`src/rtl/spi_bus_ctrl.sv`:
```
// Z80 I/O-port front end for spi_master: a data port and a control/status port,
// a chip-select register, fixed-length byte transfers and CPU WAIT stretching.

module spi_bus_ctrl_sync #(
    parameter int             W       = 4,
    parameter logic [W-1:0]   RST_VAL = '1
) (
    input  logic         clk,
    input  logic         rst_n,
    input  logic [W-1:0] d,
    output logic [W-1:0] q
);

    logic [W-1:0] meta;

    always_ff @(posedge clk or negedge rst_n) begin
        if (!rst_n) begin
            meta <= RST_VAL;
            q    <= RST_VAL;
        end else begin
            meta <= d;
            q    <= meta;
        end
    end

endmodule

module spi_bus_ctrl #(
    parameter logic [7:0] BASE        = 8'h40,
    parameter int         XFER_CYCLES = 32
) (
    input  logic       CLK1,
    input  logic       RESET_N,
    input  logic [7:0] A,
    input  logic [7:0] D_IN,
    output logic [7:0] D_OUT,
    output logic       D_OE,
    input  logic       IORQ,
    input  logic       RD,
    input  logic       WR,
    input  logic       M1,
    output logic       WAIT_N,
    output logic       SPI_ACTIVE,
    output logic       SPI_SENDING,
    output logic [7:0] SPI_TX,
    input  logic [7:0] SPI_RX
);

    localparam int          CW       = $clog2(XFER_CYCLES);
    localparam logic [CW-1:0] CNT_INIT = CW'(XFER_CYCLES - 1);

    typedef enum logic [1:0] {IDLE, SEND, CAPTURE} state_t;

    typedef struct packed {
        logic iorq;
        logic rd;
        logic wr;
        logic m1;
    } bus_ctl_t;

    bus_ctl_t bus_raw, bus_s;

    assign bus_raw = '{iorq: IORQ, rd: RD, wr: WR, m1: M1};

    // All four strobes idle high, so the synchroniser resets to all ones.
    spi_bus_ctrl_sync #(.W(4), .RST_VAL(4'hF)) u_sync (
        .clk   (CLK1),
        .rst_n (RESET_N),
        .d     (bus_raw),
        .q     (bus_s)
    );

    state_t        state;
    logic [CW-1:0] cnt;
    logic          sel, sel_clr, err, rx_valid, wait_pend;
    logic [7:0]    rx_data, pend;
    logic          wr_act_d, rd_act_d;

    logic       qual, wr_act, rd_act, wr_stb, rd0_clr, busy, defer_sel;
    logic [7:0] status;

    assign qual    = !bus_s.iorq && bus_s.m1 && (A[7:1] == BASE[7:1]);
    assign wr_act  = qual && !bus_s.wr;
    assign rd_act  = qual && !bus_s.rd;
    assign wr_stb  = wr_act && !wr_act_d;
    assign rd0_clr = rd_act && !rd_act_d && !A[0];
    assign busy    = (state != IDLE);
    assign status  = {busy, wait_pend, rx_valid, err, 3'b000, sel};

    // A transfer about to launch from pend counts as in flight for select clears;
    // in CAPTURE the deferred clear has already been applied, so the CPU value wins.
    assign defer_sel = (state == SEND) || (state == IDLE && wait_pend);

    assign SPI_ACTIVE = sel;

    always_ff @(posedge CLK1 or negedge RESET_N) begin
        if (!RESET_N) begin
            state       <= IDLE;
            cnt         <= '0;
            sel         <= 1'b0;
            sel_clr     <= 1'b0;
            err         <= 1'b0;
            rx_valid    <= 1'b0;
            wait_pend   <= 1'b0;
            rx_data     <= 8'h00;
            pend        <= 8'h00;
            wr_act_d    <= 1'b0;
            rd_act_d    <= 1'b0;
            D_OUT       <= 8'h00;
            D_OE        <= 1'b0;
            WAIT_N      <= 1'b1;
            SPI_SENDING <= 1'b0;
            SPI_TX      <= 8'h00;
        end else begin
            wr_act_d <= wr_act;
            rd_act_d <= rd_act;
            D_OE     <= rd_act;
            D_OUT    <= rd_act ? (A[0] ? status : rx_data) : 8'h00;

            if (rd0_clr)
                rx_valid <= 1'b0;

            case (state)
                IDLE: begin
                    if (wait_pend) begin
                        SPI_TX      <= pend;
                        wait_pend   <= 1'b0;
                        WAIT_N      <= 1'b1;
                        SPI_SENDING <= 1'b1;
                        cnt         <= CNT_INIT;
                        state       <= SEND;
                    end
                end
                SEND: begin
                    if (cnt == '0) begin
                        SPI_SENDING <= 1'b0;
                        state       <= CAPTURE;
                    end else begin
                        cnt <= cnt - CW'(1);
                    end
                end
                CAPTURE: begin
                    // Setting rx_valid after the read-clear above lets a same-cycle set win.
                    rx_data  <= SPI_RX;
                    rx_valid <= 1'b1;
                    WAIT_N   <= 1'b1;
                    if (sel_clr) begin
                        sel     <= 1'b0;
                        sel_clr <= 1'b0;
                    end
                    state <= IDLE;
                end
                default: state <= IDLE;
            endcase

            // CPU writes come last so they override the FSM updates made this cycle.
            if (wr_stb) begin
                if (A[0]) begin
                    if (D_IN[4])
                        err <= 1'b0;
                    if (D_IN[0]) begin
                        sel     <= 1'b1;
                        sel_clr <= 1'b0;
                    end else if (defer_sel) begin
                        sel_clr <= 1'b1;
                    end else begin
                        sel     <= 1'b0;
                        sel_clr <= 1'b0;
                    end
                end else if (!sel) begin
                    err <= 1'b1;
                end else if (state == IDLE && !wait_pend) begin
                    SPI_TX      <= D_IN;
                    SPI_SENDING <= 1'b1;
                    cnt         <= CNT_INIT;
                    state       <= SEND;
                end else if (!wait_pend) begin
                    pend      <= D_IN;
                    wait_pend <= 1'b1;
                    WAIT_N    <= 1'b0;
                end
            end
        end
    end

endmodule
```
`config.mk`:
```
export PLATFORM = sky130hd
export DESIGN_NAME = spi_bus_ctrl
export DESIGN_NICKNAME = d
export VERILOG_FILES = /design/src/rtl/spi_bus_ctrl.sv
export SDC_FILE = /design/constraint.sdc
export NUM_CORES = 1
export LEC_CHECK = 0
export ABC_AREA = 1
export CAP_MARGIN = 0
export CORE_UTILIZATION = 51
export DETAILED_ROUTE_END_ITERATION = 8
export PLACE_DENSITY = 0.79
export SYNTH_ARGS = -nofsm -noshare
export SYNTH_HDL_FRONTEND = slang
export SYNTH_HIERARCHICAL = 1
export SYNTH_SLANG_ARGS = --single-unit
```
`constraint.sdc`:
```
create_clock -name CLK1 -period 1.55 [get_ports CLK1]
set_input_delay 0.31 -clock CLK1 [delete_from_list [all_inputs] [get_ports CLK1]]
set_output_delay 0.31 -clock CLK1 [all_outputs]
set_load 0.01 [all_outputs]
```
==> metrics.txt, run 1 <==
largest cells by area after synthesis dfrtp_1, nand2_1, dfstp_2; synth cell count leaders nand2_1, dfrtp_1, inv_1; EDFF count, synth 0; WP buf/inv 1; share of the synthesized area in the top cell type 47.2%; leading area contributor after synthesis dfrtp_1; Final Wtd Congestion 0.827; Setup Skew 0.00542 ns; startpoint types register; grt total ovfl 0; min-delay src u_sync/meta[0]; reg-to-reg startpoint u_sync/q[0]; Tot GR Track Use 23.1%; max_cap viols 0; Worst-Margin Slew between 0.4 and 0.5 ns; maximum vdd ir drop 0.511 mV; die area 0.00517 mm^2; Clock Sinks 56; largest net degree at the start of global routing 27; Top Ports 50; reg2reg end SPI_TX[4]; CTS root buf clkbuf_8; Min-Delay Path Depth 0; post-synthesis sequential area ratio 56.7%; Reg power frac 61.2%; Async S/R FF share, synth 100%; Power per Cell Area 716 mW/mm^2; cell family with the largest share of critical-path delay buffers and inverters; R2R Setup Slk 0.10 ns; Slew Viols, Final 0; Yosys cell types 27; Psw 548 uW; drt first pass iters 4; CTS tree yes; DR DRC count 0; proportion of layout cells with a drive suffix above 1 23.4%; Hold Fails Final Rpt 0; Clock Tree Buf Depth 2; Reg2Reg Depth 7; vias 2068; synthesized cell area 0.00249 mm^2; Area growth syn-to-layout 37.5%; # H-tree levels 2; Chip Width 71.9 um; Final Util 72.5%; Synth Flop Type dfrtp_1; fmax 662 MHz; FF+latch count, synth 56; Syn Nets 310; layout net count 384; Pint ~1.9 mW; Mapped Avg Cell Area 8.92 um^2; filler instances 346; total CTS buffers 5; # port buffers 49; WL/cell 12.7 um; crit path capture type output pin; WP data required 1.24 ns; Tcrit/Tclk final 97.4%; endpoints failing setup 0; initial core utilization 52.7%; ant diodes 0; Pwr Total 2.45 mW; crit path cell chain clkdlybuf4s50_1; clk slew on worst S/H paths ~0.090 ns; min-delay worst type reg2reg; hold worst-path end u_sync/q[0]; initial antenna violation count 0; leakage 1.86 nW; Post-DP HPWL 3.77 mm; Slowest cell on crit path clkdlybuf4s50_1; crit-path max cell delay 0.53 ns; warning count from the yosys run 6; fraction of power spent switching nets 22.4%; # rows 25; combinational share of power approximately 7.3%; core area 0.00472 mm^2; CP max FO 2; final wirelength 5.37 mm; initial drt markers 110; kind of critical path reg2out; crit path time final 1.51 ns; Die Height 71.9 um; most frequent cell after synthesis nand2_1; Post-Syn Instances 279; vias in the first global route 2105; Clock Latency Late Sink 0.31 ns; Clk network pwr share 31.5%; first-pass GRT wire length just over 9 mm; routed vias/inst approximately 5; CP arrival 1.20 ns; Max transition margin 67.8%; status finished clean; Routed Antenna Nets 0
==> repair_timing <==
action	CTS	global route
pin swaps	1	4
hold endpoints to repair	9	0
cloned	1	1
endpoints found under the setup margin	11	36
buffers inserted	0	4
gates resized for setup	5	33
hold buffers	1	0
==> sequential cells by signal (all words and copies together) (netlist names), 2 cells and up <==
signal       cells
D_OUT            8
rx_data          8
SPI_TX           8
pend             8
state            2
cnt              5
u_sync/q         4
u_sync/meta      4
==> per-stage QoR <==
step / worst slack, ns / setup TNS [ns] / std cells / hold slack [ns] / instance area, um^2
global placement: -0.229 / -5.94 / 406 / 0.266 / 3170
CTS: 0.00525 / 0 / 416 / 0.362 / 3280
floorplan: 0.139 / 0 / 279 / 0.0144 / 2490
finish: 0.0399 / 0 / 421 / 0.361 / 3420
global route: -0.00720 / -0.00772 / 421 / 0.365 / 3420
detailed placement: -0.309 / -7.80 / 406 / 0.266 / 3170
==> power groups by stage <==
stage | Combinational (mW) | Sequential [mW] | Clock [mW]
after floorplan | 0.0478 | 1.53 | 0
after global placement | 0.172 | 1.53 | 0
after detailed placement | 0.175 | 1.53 | 0
after CTS | 0.177 | 1.50 | 0.793
after global routing | 0.200 | 1.50 | 0.859
final | 0.179 | 1.50 | 0.771
==> how the worst max path moves through the flow <==
stage,start,cells past startpoint,end,slack (ns)
after global placement,A[6],8,SPI_TX[2],-0.23
after global routing,cnt[1],11,cnt[0],-0.007
final,SPI_TX[5],1,SPI_TX[5],0.04
after CTS,SPI_TX[0],1,SPI_TX[0],0.005
after floorplan,u_sync/q[0],8,SPI_TX[4],0.14
after detailed placement,A[6],8,SPI_TX[1],-0.31
==> placed cells by master, fill, tap and decap left out, types with 2 or more instances in the layout <==
cell type and n:
clkbuf_8 5, dlymetal6s2s_1 9, nand2_1 91, o21ai_0 7, a21oi_1 11, nor2_4 4, o21ai_1 3, nand4_1 9
nand2_2 7, clkdlybuf4s50_1 37, buf_4 18, nand3_2 2, dlygate4sd2_1 2, clkinv_2 2, dfrtp_1 46, dfstp_2 9
buf_12 3, mux2_2 5, nor2_2 4, inv_1 31, clkinv_4 2, o21ai_2 8, nand3_1 5, inv_2 4
nor2_1 15
==> layout make-up <==
type | count | area [um^2] | area share [%]
Clock buffer | 5 | 68.8 | 2.01
Clock inverter | 3 | 18.8 | 0.548
Inverter | 37 | 148 | 4.31
Multi-Input combinational cell | 181 | 956 | 27.9
Sequential cell | 56 | 1410 | 41.3
Tap cell | 67 | 83.8 | 2.45
Timing Repair Buffer | 72 | 736 | 21.5
==> logic make-up (layout without fill, tap and decap cells) <==
logic type	count (synthesis)	in the layout	synth area share (%)
buf+inv	43	117	8.09
compound gates	31	31	7.64
mux	5	5	2.26
fa+ha+maj	1	1	0.502
simple gates	142	143	24.4
xor+xnor	1	1	0.352
flops	56	56	56.7
==> per-layer routing <==
layer | global-route usage, % | vias up | wire length (um)
li1 | - | 1021 | -
met2 | 39.4 | 54 | 2750
met5 | 0 | - | 0
met4 | 8.93 | 0 | 66
met1 | 28.7 | 985 | 2320
met3 | 5.06 | 8 | 226
Power figures use the tool's default switching activity.
==> inputs of run 2 (changes only) <==
--- a/config.mk
+++ b/config.mk
@@ -10,6 +10,7 @@
 export CORE_UTILIZATION = 51
 export DETAILED_ROUTE_END_ITERATION = 8
 export PLACE_DENSITY = 0.79
+export RECOVER_POWER = 100
 export SYNTH_ARGS = -nofsm -noshare
 export SYNTH_HDL_FRONTEND = slang
 export SYNTH_HIERARCHICAL = 1
==> metrics.txt, run 2 (synthesis gave the netlist of run 1 again) <==
status finished clean; Chip Width 71.9 um; drt first pass iters 5; Power per Cell Area 722 mW/mm^2; WL/cell 12.7 um; startpoint types register; Reg power frac between 60% and 70%; Metal-1 WL 2.32 mm; initial core utilization between 50% and 60%; Critical path origin SPI_TX[5]; die area between 0.005 and 0.006 mm^2; Psw 547 uW; DP Worst Slack -0.309 ns; maximum vdd ir drop 0.512 mV; Placed Area around 0.0032 mm^2; Highest Signal Layer met4; Finished Cell Area around 0.0034 mm^2; Top Ports 50; kind of critical path reg2out; crit path capture type output pin; clk slew on worst S/H paths 0.09 ns; Max transition margin 61.2%; CTS tree yes; ant diodes 0; largest net degree at the start of global routing 27; Final Wtd Congestion 0.827; Clock Latency Late Sink roughly 0.31 ns; first-pass GRT wire length between 9 and 10 mm; CP arrival around 1.2 ns; CTS root buf clkbuf_8; routed vias/inst 4.98; non-filler cells, final 421; wire length on met2 between 2 and 3 mm; Slowest cell on crit path clkdlybuf4s50_1; layout net count 384; Die Height 71.9 um; Placed Cells 406; # H-tree levels 2; Setup Skew between 0.005 and 0.006 ns; crit path cell chain clkdlybuf4s50_1; DR DRC count 0; Slew Viols, Final 0; Clock Sinks 56; Pwr Total 2.44 mW; Hold Fails Final Rpt 0; final worst slack 0.0396 ns; leakage roughly 1.7 nW; core area 0.00472 mm^2; final wirelength between 5 and 6 mm; Pint 1.90 mW; combinational share of power around 7.0%; sum of negative setup slack 0 ns; total CTS buffers 5; R2R Setup Slk 0.10 ns; Area growth syn-to-layout 35.9%; vias in the first global route between 2000 and 2500; reg-to-reg startpoint u_sync/q[0]; Clk network pwr share 31.6%; grt total ovfl 0; met3 WL 199 um; fmax ~660 MHz; crit-path max cell delay 0.53 ns; # rows 25; fraction of power spent switching nets 22.4%; leading cell type in the layout, fill and taps excluded nand2_1; crit path time final roughly 1.5 ns; Tcrit/Tclk final 97.4%; cell family with the largest share of critical-path delay buffers and inverters; WP buf/inv 1; initial drt markers 108; CP max FO 2; endpoints failing setup 0; Tot GR Track Use between 20% and 30%; vias 2095; proportion of layout cells with a drive suffix above 1 approximately a quarter; commonest non-fill, non-tap cells in the layout nand2_1, dfrtp_1, clkdlybuf4s50_1; Clock Tree Buf Depth 2; max_cap viols 0; min-delay src u_sync/meta[0]; Routed Antenna Nets 0; Worst-Margin Slew about 0.58 ns; initial antenna violation count 0; # port buffers 49; Post-DP HPWL approximately 3.8 mm; WP data required 1.24 ns; min-delay worst type reg2reg
run 2: cell count changes in the layout (fill, tap and decap cells not counted), sizes merged:
cell           previous run  this run
clkdlybuf4s25             0         9
dlymetal6s2s              9         0
clkdlybuf4s50            37        33
dlygate4sd3               1         5
buf                      22        21
clkbuf                    6         7
run 2: final timing paths:
check                              end  cells past startpoint
max                          SPI_TX[5]                      1
min reg2reg                u_sync/q[0]                      0
max in group asynchronous     D_OUT[2]                      3
min                        u_sync/q[0]                      0
max reg2reg                  SPI_TX[4]                      7
min in group asynchronous     wr_act_d                      2
run 2: power groups by stage:
| stage | logic, mW | registers (mW) | clock network (mW) |
|---|---|---|---|
| 2_1_floorplan | 0.0478 | 1.53 | 0 |
| 3_3_place_gp | 0.172 | 1.53 | 0 |
| 3_5_place_dp | 0.175 | 1.53 | 0 |
| 4_1_cts | 0.177 | 1.50 | 0.793 |
| 5_1_grt | 0.192 | 1.50 | 0.859 |
| 6_report | 0.171 | 1.50 | 0.771 |
run 2: per-stage QoR:
step	util, %	hold WS, ns
after CTS	69.5	0.362
after floorplan	-	0.0144
final	71.7	0.361
after global routing	71.7	0.365
after global placement	67.0	0.266
after detailed placement	67.0	0.266
run 2: metal layers:
layer	up-vias	track usage, %
li1	1022	-
met1	1011	28.7
met2	54	39.4
met3	8	5.06
met4	0	8.93
met5	-	0
run 2: cell type report:
cell class              count  area (um^2)
flip-flops and latches     56         1410
clock inverters             3         18.8
well taps                  67         83.8
multi-input cells         181          956
inverters                  37          148
fillers                   356         1340
repair buffers             72          696
clock buffers               5         68.8
run 2: what timing repair did:
item / 4_1_cts / 5_1_grt
cloned: 1 / 1
gates resized for setup: 5 / 33
hold endpoints to repair: 9 / 0
setup endpoints to repair: 11 / 36
pin swaps: 1 / 4
hold buffers: 1 / 0
buffers inserted: 0 / 4
